--- config.mk ---
export PLATFORM = sky130hd
export DESIGN_NAME = uart_rx
export DESIGN_NICKNAME = d
export VERILOG_FILES = /design/src/rtl/uart_pkg.sv /design/src/rtl/uart_baud_tick.sv /design/src/rtl/uart_rx.sv
export SDC_FILE = /design/constraint.sdc
export NUM_CORES = 1
export LEC_CHECK = 0
export CAP_MARGIN = 10
export CORE_ASPECT_RATIO = 0.7
export CORE_MARGIN = 10
export CORE_UTILIZATION = 25
export CTS_CLUSTER_DIAMETER = 150
export DETAILED_ROUTE_END_ITERATION = 7
export DONT_BUFFER_PORTS = 1
export MAX_ROUTING_LAYER = met4
export SLEW_MARGIN = 5
export SYNTH_ARGS = -nofsm -noshare
export SYNTH_HDL_FRONTEND = slang
export SYNTH_SLANG_ARGS = --single-unit
--- constraint.sdc ---
create_clock -name clk -period 2.3 [get_ports clk]
set_clock_uncertainty 0.2 [all_clocks]
set_input_delay 0.23 -clock clk [delete_from_list [all_inputs] [get_ports clk]]
set_output_delay 0.23 -clock clk [all_outputs]
set_load 0.02 [all_outputs]
--- src/rtl/uart_pkg.sv ---
// ----------------------------------------------------------------------------
// uart_pkg
// Shared definitions for the UART receiver and transmitter:
//   - receiver FSM state encoding
//   - frame data width
//   - default clock and baud settings
//   - helper that derives the oversample tick divider
// No ports (package).
// ----------------------------------------------------------------------------
package uart_pkg;

  localparam int DATA_BITS          = 8;
  localparam int DEFAULT_CLK_FREQ   = 50_000_000;
  localparam int DEFAULT_BAUD_RATE  = 115_200;
  localparam int DEFAULT_OVERSAMPLE = 16;

  typedef enum logic [1:0] {
    IDLE  = 2'd0,
    START = 2'd1,
    DATA  = 2'd2,
    STOP  = 2'd3
  } rxState_e;

  // System clocks per oversample tick. The caller must keep the result >= 1.
  function automatic int calcTickDiv(input int clkFreq, input int baudRate,
                                     input int oversample);
    return clkFreq / (baudRate * oversample);
  endfunction

endpackage

--- src/rtl/uart_baud_tick.sv ---
// ----------------------------------------------------------------------------
// uart_baud_tick
// Free-running divider that emits one oversample tick every TICK_DIV clocks.
// A restart pulse puts the count back at zero, so the tick phase can be lined
// up with an incoming frame.
// Ports:
//   clk_i      in  system clock, rising edge
//   rst_ni     in  asynchronous active-low reset
//   restart_i  in  restart the count from 0 on the next clock
//   tick_o     out high while the count sits at its terminal value
// ----------------------------------------------------------------------------
module uart_baud_tick #(
  parameter int TICK_DIV = 27
) (
  input  logic clk_i,
  input  logic rst_ni,
  input  logic restart_i,
  output logic tick_o
);

  localparam int            CW   = $clog2(TICK_DIV - 1) + 1;
  localparam logic [CW-1:0] TERM = CW'(TICK_DIV - 1);

  logic [CW-1:0] cnt_q, cnt_d;

  // Count 0..TICK_DIV-1 and wrap. A restart wins over the normal count.
  always_comb begin
    cnt_d = cnt_q;
    if (restart_i) begin
      cnt_d = '0;
    end else if (cnt_q == TERM) begin
      cnt_d = '0;
    end else begin
      cnt_d = cnt_q + CW'(1);
    end
  end

  always_ff @(posedge clk_i or negedge rst_ni) begin
    if (!rst_ni) begin
      cnt_q <= '0;
    end else begin
      cnt_q <= cnt_d;
    end
  end

  assign tick_o = (cnt_q == TERM);

endmodule

--- src/rtl/uart_rx.sv ---
// ----------------------------------------------------------------------------
// uart_rx
// Asynchronous serial receiver: 8N1 frames, LSB first. It oversamples the
// line, checks the start bit and decides each bit by a 2-of-3 vote around mid
// bit. Each received byte is offered on a valid/ack handshake.
// Ports:
//   clk           in   system clock, rising edge
//   reset_n       in   asynchronous active-low reset
//   rx_serial     in   serial line (asynchronous to clk, idles high)
//   rx_ack        in   consumer accepts rx_data; clears rx_valid/rx_overrun
//   rx_data       out  last correctly framed byte
//   rx_valid      out  high from byte completion until rx_ack
//   rx_frame_err  out  one-cycle pulse when the stop bit is sampled low
//   rx_overrun    out  sticky: a byte completed while rx_valid was still high
//   rx_busy       out  high from accepted start edge until back in IDLE
// ----------------------------------------------------------------------------
module uart_rx
  import uart_pkg::*;
#(
  parameter int CLK_FREQ   = DEFAULT_CLK_FREQ,
  parameter int BAUD_RATE  = DEFAULT_BAUD_RATE,
  parameter int OVERSAMPLE = DEFAULT_OVERSAMPLE
) (
  input  logic       clk,
  input  logic       reset_n,
  input  logic       rx_serial,
  input  logic       rx_ack,
  output logic [7:0] rx_data,
  output logic       rx_valid,
  output logic       rx_frame_err,
  output logic       rx_overrun,
  output logic       rx_busy
);

  localparam int TICK_DIV = calcTickDiv(CLK_FREQ, BAUD_RATE, OVERSAMPLE);
  localparam int SW       = $clog2(OVERSAMPLE - 1) + 1;

  localparam logic [SW-1:0] SAMP_LAST = SW'(OVERSAMPLE - 1);
  localparam logic [SW-1:0] MID_M1    = SW'(OVERSAMPLE / 2 - 1);
  localparam logic [SW-1:0] MID       = SW'(OVERSAMPLE / 2);
  localparam logic [SW-1:0] MID_P1    = SW'(OVERSAMPLE / 2 + 1);
  localparam logic [2:0]    LAST_BIT  = 3'(DATA_BITS - 1);

  logic rxMeta_q, rxSync_q, rxPrev_q;

  rxState_e       state_q, state_d;
  logic [SW-1:0]  sampCnt_q, sampCnt_d;
  logic [2:0]     bitIdx_q, bitIdx_d;
  logic [7:0]     shift_q, shift_d;
  logic           early0_q, early0_d;
  logic           early1_q, early1_d;

  logic [7:0]     data_q, data_d;
  logic           valid_q, valid_d;
  logic           frameErr_q, frameErr_d;
  logic           overrun_q, overrun_d;

  logic tick;
  logic startEdge;
  logic vote;
  logic stopSample;
  logic goodByte;
  logic ackValid;

  // Two-flop synchronizer plus one history flop for edge detection. All reset
  // high so an idle line never looks like a falling edge out of reset.
  always_ff @(posedge clk or negedge reset_n) begin
    if (!reset_n) begin
      rxMeta_q <= 1'b1;
      rxSync_q <= 1'b1;
      rxPrev_q <= 1'b1;
    end else begin
      rxMeta_q <= rx_serial;
      rxSync_q <= rxMeta_q;
      rxPrev_q <= rxSync_q;
    end
  end

  // A start needs a real 1->0 transition, so a held-low (break) line cannot
  // retrigger once the FSM is back in IDLE.
  assign startEdge = (state_q == IDLE) && rxPrev_q && !rxSync_q;

  uart_baud_tick #(
    .TICK_DIV(TICK_DIV)
  ) u_baud_tick (
    .clk_i     (clk),
    .rst_ni    (reset_n),
    .restart_i (startEdge),
    .tick_o    (tick)
  );

  // Majority of the samples taken at mid-1, mid and the current one at mid+1.
  assign vote = (early0_q & early1_q) | (early0_q & rxSync_q) |
                (early1_q & rxSync_q);

  // Receiver FSM next state. The sample counter keeps running across bit
  // boundaries, so each decision point is simply the next mid+1 tick.
  always_comb begin
    state_d    = state_q;
    sampCnt_d  = sampCnt_q;
    bitIdx_d   = bitIdx_q;
    shift_d    = shift_q;
    early0_d   = early0_q;
    early1_d   = early1_q;
    stopSample = 1'b0;

    case (state_q)
      IDLE: begin
        if (startEdge) begin
          state_d   = START;
          sampCnt_d = '0;
          bitIdx_d  = '0;
        end
      end
      default: begin
        if (tick) begin
          sampCnt_d = (sampCnt_q == SAMP_LAST) ? '0 : sampCnt_q + SW'(1);
          if (sampCnt_q == MID_M1) begin
            early0_d = rxSync_q;
          end
          if (sampCnt_q == MID) begin
            early1_d = rxSync_q;
          end
          if (sampCnt_q == MID_P1) begin
            case (state_q)
              START: begin
                // A high vote means the edge was a glitch, not a start bit.
                state_d = vote ? IDLE : DATA;
              end
              DATA: begin
                shift_d  = {vote, shift_q[7:1]};
                bitIdx_d = bitIdx_q + 3'd1;
                if (bitIdx_q == LAST_BIT) begin
                  state_d = STOP;
                end
              end
              STOP: begin
                // Leave at mid stop bit so a back-to-back start edge is seen.
                stopSample = 1'b1;
                state_d    = IDLE;
              end
              default: begin
                state_d = IDLE;
              end
            endcase
          end
        end
      end
    endcase
  end

  always_ff @(posedge clk or negedge reset_n) begin
    if (!reset_n) begin
      state_q   <= IDLE;
      sampCnt_q <= '0;
      bitIdx_q  <= '0;
      shift_q   <= '0;
      early0_q  <= 1'b0;
      early1_q  <= 1'b0;
    end else begin
      state_q   <= state_d;
      sampCnt_q <= sampCnt_d;
      bitIdx_q  <= bitIdx_d;
      shift_q   <= shift_d;
      early0_q  <= early0_d;
      early1_q  <= early1_d;
    end
  end

  assign goodByte = stopSample & vote;
  assign ackValid = rx_ack & valid_q;

  // Output handshake. Completion beats an ack in the same cycle, so the new
  // byte stays valid; an ack in that cycle also prevents the overrun flag.
  always_comb begin
    data_d     = data_q;
    valid_d    = valid_q;
    overrun_d  = overrun_q;
    frameErr_d = stopSample & ~vote;

    if (ackValid) begin
      valid_d   = 1'b0;
      overrun_d = 1'b0;
    end
    if (goodByte) begin
      data_d  = shift_q;
      valid_d = 1'b1;
      if (valid_q && !rx_ack) begin
        overrun_d = 1'b1;
      end
    end
  end

  always_ff @(posedge clk or negedge reset_n) begin
    if (!reset_n) begin
      data_q     <= '0;
      valid_q    <= 1'b0;
      frameErr_q <= 1'b0;
      overrun_q  <= 1'b0;
    end else begin
      data_q     <= data_d;
      valid_q    <= valid_d;
      frameErr_q <= frameErr_d;
      overrun_q  <= overrun_d;
    end
  end

  assign rx_data      = data_q;
  assign rx_valid     = valid_q;
  assign rx_frame_err = frameErr_q;
  assign rx_overrun   = overrun_q;
  assign rx_busy      = (state_q != IDLE);

endmodule
* After elaboration in Yosys (flattened, before gate mapping)
Index checks and enable logic that the tools add are counted.
W data, S select, Z words.
** Operators by class
- Add/subtract/negate cells :: 3
- Equal/unequal tests :: 11
- Muxes and demuxes :: 27
- Bitwise gates (word level) :: 10
- Reductions and logical operators :: 17
** Operator list (number)
- $mux W5 :: 4
- $eq A5 B4 Y1 const B :: 3
- $mux W3 :: 5
- $mux W2 :: 6
- $mux W6 :: 2
- $reduce_and A4 Y1 :: 3
- $reduce_bool A2 Y1 :: 5
- $mux W1 :: 9
- $add A6 B1 Y6 const B :: 1
- $and A1 B1 Y1 :: 6
- $eq A6 B5 Y1 const B :: 1
- $reduce_and A3 Y1 :: 2
- $add A5 B1 Y5 const B :: 1
- $eq A5 B3 Y1 const B :: 1
- $eq A2 B2 Y1 const B :: 2
- $pmux W2 S2 :: 1
- $add A3 B1 Y3 const B :: 1
- $eq A3 B3 Y1 const B :: 1
- $logic_and A1 B1 Y1 :: 3
- $ne A3 B3 Y1 const B :: 1
- $eq A2 B1 Y1 const B :: 1
- $logic_not A1 Y1 :: 2
- $logic_not A2 Y1 :: 1
- $ne A2 B2 Y1 const B :: 1
- other kinds (3) :: 5
** Storage, ports and cells
- Bits in registers :: 40
- Input port bits :: 4
- Output and inout port bits :: 12
- Word-level logic and storage cells :: 82

* Longest topological paths before layout
- Depth in word-level cells :: 8
- Gate-level depth with buffers :: 7
- Depth with buffers taken out :: 6

* Cells and area by module
A second synthesis with hierarchy kept.
** Second synthesis, totals
- Cell total of the unflattened synthesis :: 147
- Area, all modules :: 1886.8 um^2
** By module, submodules not included
- uart_rx :: times used 1, cells each 121, area an instance 1604.0 um^2, seq. area each 854.6 um^2
- uart_baud_tick :: times used 1, cells each 26, area an instance 282.8 um^2, seq. area each 150.1 um^2

* Least setup slack after synthesis
Ideal clock, no wire load.
- Path kind :: register to register
- Start :: reg state_q[0]
- End :: reg data_q[0] (netlist: rx_data[0])
- Library setup time :: 0.125 ns
- Arrival :: 1.629 ns
- Required time :: 1.975 ns
- Setup slack :: 0.346 ns
- Stages on the path, launching flop included :: 7
- Period minus slack after synthesis :: 1.954 ns
- Path through :: dfrtp_1 -> inv_1 -> ha_1 -> nor3_4 -> and4_1 -> buf_4 -> mux2_2
** On the way
- Word-level cells in the longest chain between the ends :: 6
- Elaborated cells between the ends (all ways) :: 7
- Classes of those cells :: 1 x eq/ne; 4 x mux; 1 x bitwise; 1 x reduce/logical
** Ends and longest elaborated chain
- from (decl) :: line uart_rx.sv:46 : rxState_e state_q, state_d;
- from (signal assigned) :: line uart_rx.sv:161 : state_q <= state_d;
- $eq A2 B2 Y1 :: line uart_rx.sv:125 : case (state_q)
- $mux W1 :: line uart_rx.sv:125
- $mux W1 :: line uart_rx.sv:124 : if (sampCnt_q == MID_P1) begin
- $mux W1 :: line uart_rx.sv:116 : if (tick) begin
- $mux W1 * :: line uart_rx.sv:107 : case (state_q)
- $and A1 B1 Y1 * :: line uart_rx.sv:170 : assign goodByte = stopSample & vote;
- to (signal assigned) :: line uart_rx.sv:201 : data_q <= data_d;
- to (decl) :: line uart_rx.sv:53 : logic [7:0] data_q, data_d;
Every way passes the cells marked *; elsewhere a longest branch is shown, timed or not.
A chain may end at the register's enable or synchronous reset.

* Final worst setup path
- Start :: reg u_baud_tick.cnt_q[0]
- End :: reg sampCnt_q[3]
** On the way
- Word-level cells in the longest chain between the ends :: 3
** Ends and longest elaborated chain
- from (decl) :: line uart_baud_tick.sv:24 : logic [CW-1:0] cnt_q, cnt_d;
- from (signal assigned) :: line uart_baud_tick.sv:42 : cnt_q <= cnt_d;
- $eq A6 B5 Y1 :: line uart_baud_tick.sv:46 : assign tick_o = (cnt_q == TERM);
- $reduce_bool A2 Y1 (no source line)
- $reduce_and A2 Y1 (no source line)
- to (signal assigned) :: line uart_rx.sv:162 : sampCnt_q <= sampCnt_d;
- to (decl) :: line uart_rx.sv:47 : logic [SW-1:0] sampCnt_q, sampCnt_d;
Every way passes these cells.

==> results.md <==
- Power Dens Cells: 838 mW/mm^2
- Multiplexer area fraction after synthesis: 11.1%
- Switch Pwr: 0.000580 W
- Max Cap Viol: 0
- Highest fanout seen on the critical path: 7
- CP Launch Type: register
- Worst slew margin: 64.0%
- Clock root buffer: clkbuf_8
- Antenna-violating nets left: 0
- Die height: 93.2 um
- Finish-stage setup viols: 0
- Post-synthesis async set-or-reset flop share: 100%
- Initial antenna violation count: 0
- Setup ws final: 238 ps
- Peak Freq: 485 MHz
- Core area: 0.00735 mm^2
- Worst slack at placement: 186 ps
- Clk sinks: 40
- Nets: 188
- Hold Path Origin: rxMeta_q
- Synth Area per Inst: 11.9 um^2
- Aggregate global-route resource usage: 6.49%
- Final slew viol count: 0
- Sw frac: 31.3%
- Initial core utilization: 26.0%
- Slew @ Worst Pin: 536 ps
- TritonCTS Buffers: 5
- Fraction of the mapped netlist area in adder cells: 7.72%
- Clock Path Buffers: 2
- Vias in the first global route: 1197
- Main combinational cell family by area after synthesis: simple AND/OR/NAND/NOR gates
- DRC Markers: 0
- Vias: 1175
- Final setup TNS: 0 ps
- Largest net degree at the start of global routing: 41
- Die width: 125 um
- Setup bufs post-CTS: 0
- Congestion Overflow GR: 0
- Ys flop type: dfrtp_1
- Clk pwr share: 31.2%
- Initial DRC count: 59
- Tot Pwr: 0.00185 W
- CP Class: reg2reg
- WP data arrival: 2080 ps
- Finished Layout Cells: 272
- Synth Area in Compound Gates: 9.42%
- Top-Level Pins: 16
- Share of layout cells above drive strength 1: 25.3%
- Synth Area in Simple Gates: 13.7%
- Post-synth EDFFs: 0
- Distinct cells, synth: 41
- Crit. Startpoint: u_baud_tick.cnt_q[0]
- Worst vdd ir: 0.283 mV
- Ant diodes: 0
- FF-to-FF path depth: 6
- Final WL: 3450 um
- Die area: 0.0116 mm^2
- H-tree levels: 2
- Placed insts: 260
- DR WL/cell: 12.7 um
- CTS clk-pin slew, worst paths: 80 ps
- CTS tree: done
- Int Pwr: 0.00127 W
- Status: finished clean
- Worst min-delay path class: reg2reg
- XOR/XNOR Fraction of Synth Area: 1.37%
- Final HPWL DP: 2570 um
- Comb pwr share: 21.0%
- Global-route wire length before repair: 6130 um
- Mapped Nets: 176
- Leakage: 1.05 nW
- Syn Inst Count: 161
- Reg2Reg Launch Point: u_baud_tick.cnt_q[0]
- DRT Pass-1 Iters: 4
- Port bufs: 0
- Nature of the critical path endpoint: register
- Avg Vias per Cell: 4.32
- Hold path depth: 0
- Period utilization: 89.6%
- RSZ-0062 raised after global routing: no
- Tmin final: 2060 ps
- Warnings, synthesis: 0
- Area Growth Syn to Fin: 15.8%
- Row cnt: 26
- Part of the Yosys area used for sequential elements: 52.6%
- Final hold violation count: 0
- Critical Path RT: 2320 ps
- Worst-skew pair later-pin latency: 290 ps
- #FFs+latches synth: 40
- Routability Congestion: 0.817
- Sequential cell fraction of total power: 47.8%
- Post-Syn Area: 0.00191 mm^2
==> cell usage after synthesis, drive strengths merged, types with 2 or more instances <==
cell type | count | area share (%)
dfrtp | 37 | 48
mux2 | 18 | 11
nor2 | 12 | 2.4
ha | 11 | 7.2
inv | 10 | 2.0
nand3 | 9 | 2.6
o21ai | 9 | 2.4
nand2 | 8 | 1.6
a21oi | 6 | 1.6
buf | 5 | 1.9
dfstp | 3 | 4.1
a21o | 2 | 0.79
a22oi | 2 | 0.79
a2bb2oi | 2 | 0.92
nor2b | 2 | 0.65
nor4 | 2 | 0.65
or3 | 2 | 0.65
xor2 | 2 | 0.92
==> routing by layer <==
metal | GRT usage (%) | share of wire [%] | up-vias
met5 | - | 0 | -
met4 | 1.45 | 0.52 | 0
met3 | 2.93 | 6.5 | 2
met2 | 8.54 | 38 | 20
met1 | 8.75 | 55 | 567
li1 | - | - | 586
==> worst paths after layout <==
check / endpoint / slack (ps)
setup / recovery: sampCnt_q[3] / 240
hold / removal: rxSync_q / 160
setup reg to reg: sampCnt_q[3] / 240
hold reg to reg: rxSync_q / 160
max in group asynchronous: rxPrev_q / 1440
min in group asynchronous: u_baud_tick.cnt_q[3] / 190
==> cell families (layout without fill, tap and decap cells) <==
group                    Yosys count  after routing
AND/OR/NAND/NOR                   44             44
flip-flops                        40             40
AO/OA/AOI/OAI                     27             27
multiplexers                      19             19
buffers and inverters             16             29
adder cells (fa/ha/maj)           12             12
XOR/XNOR                           3              3
==> worst max-delay path, cell delays in order (launching register included) <==
cell and delay (ps):
dfrtp_1 420, inv_1 70, ha_1 190, nand4b_4 150, o31a_1 370, or4_4 510, o211ai_2 80
==> cells in the final DEF, fill, tap and decap left out, types with 2 or more instances in the layout <==
cell type      Yosys  final
ha_1              11     10
dlygate4sd3_1      0      3
inv_1             10     10
dfrtp_1           37     37
mux2_2            18     18
o21ai_0            8      8
nand3_1            8      8
nor2b_1            2      2
nand2_1            8      8
xor2_1             2      2
clkbuf_8           0      5
dfstp_2            3      3
nor4_1             2      2
a22oi_1            2      2
or3_1              2      2
a21oi_1            6      6
a21o_1             2      2
nor2_1            12     12
a2bb2oi_1          2      2
buf_4              2      7
==> sequential cells by signal, summed over array words and instances, names as in the netlist, named ones only <==
| signal | cells |
|---|---|
| state_q | 2 |
| early1_q | 1 |
| sampCnt_q | 5 |
| rxPrev_q | 1 |
| u_baud_tick.cnt_q | 6 |
| rx_data | 8 |
| bitIdx_q | 3 |
| rx_frame_err | 1 |
| rxSync_q | 1 |
| rxMeta_q | 1 |
| rx_valid | 1 |
| shift_q | 8 |
| early0_q | 1 |
==> cell type report <==
cell class	instances	area (um^2)
fillers	777	5140
flip-flops and latches	40	1000
multi-input cells	105	832
well taps	98	123
repair buffers	11	103
clock buffers	5	68.8
clock inverters	3	46.3
inverters	10	37.5
==> power by group through the flow <==
stage          sequential, W  clock (W)  combinational [W]
2_1_floorplan       0.000858          0           0.000321
3_3_place_gp        0.000901          0           0.000361
3_5_place_dp        0.000900          0           0.000367
4_1_cts             0.000887   0.000604           0.000394
5_1_grt             0.000903   0.000646           0.000457
6_report            0.000886   0.000579           0.000389
==> what timing repair did <==
action	4_1_cts	5_1_grt
hold buffers	4	0
endpoints found under the setup margin	0	1
gates resized for setup	0	1
endpoints found under the hold margin	43	0
==> metrics by stage <==
stage                     utilization (%)  hold slack (ps)  cell area (um^2)
after floorplan                         -             -266              1910
after global placement               27.8             -264              2050
after detailed placement             27.8             -263              2050
after CTS                            30.1              159              2210
after global routing                 30.1              161              2210
final                                30.1              159              2210
Note: power is estimated with default switching activity, not from simulation.
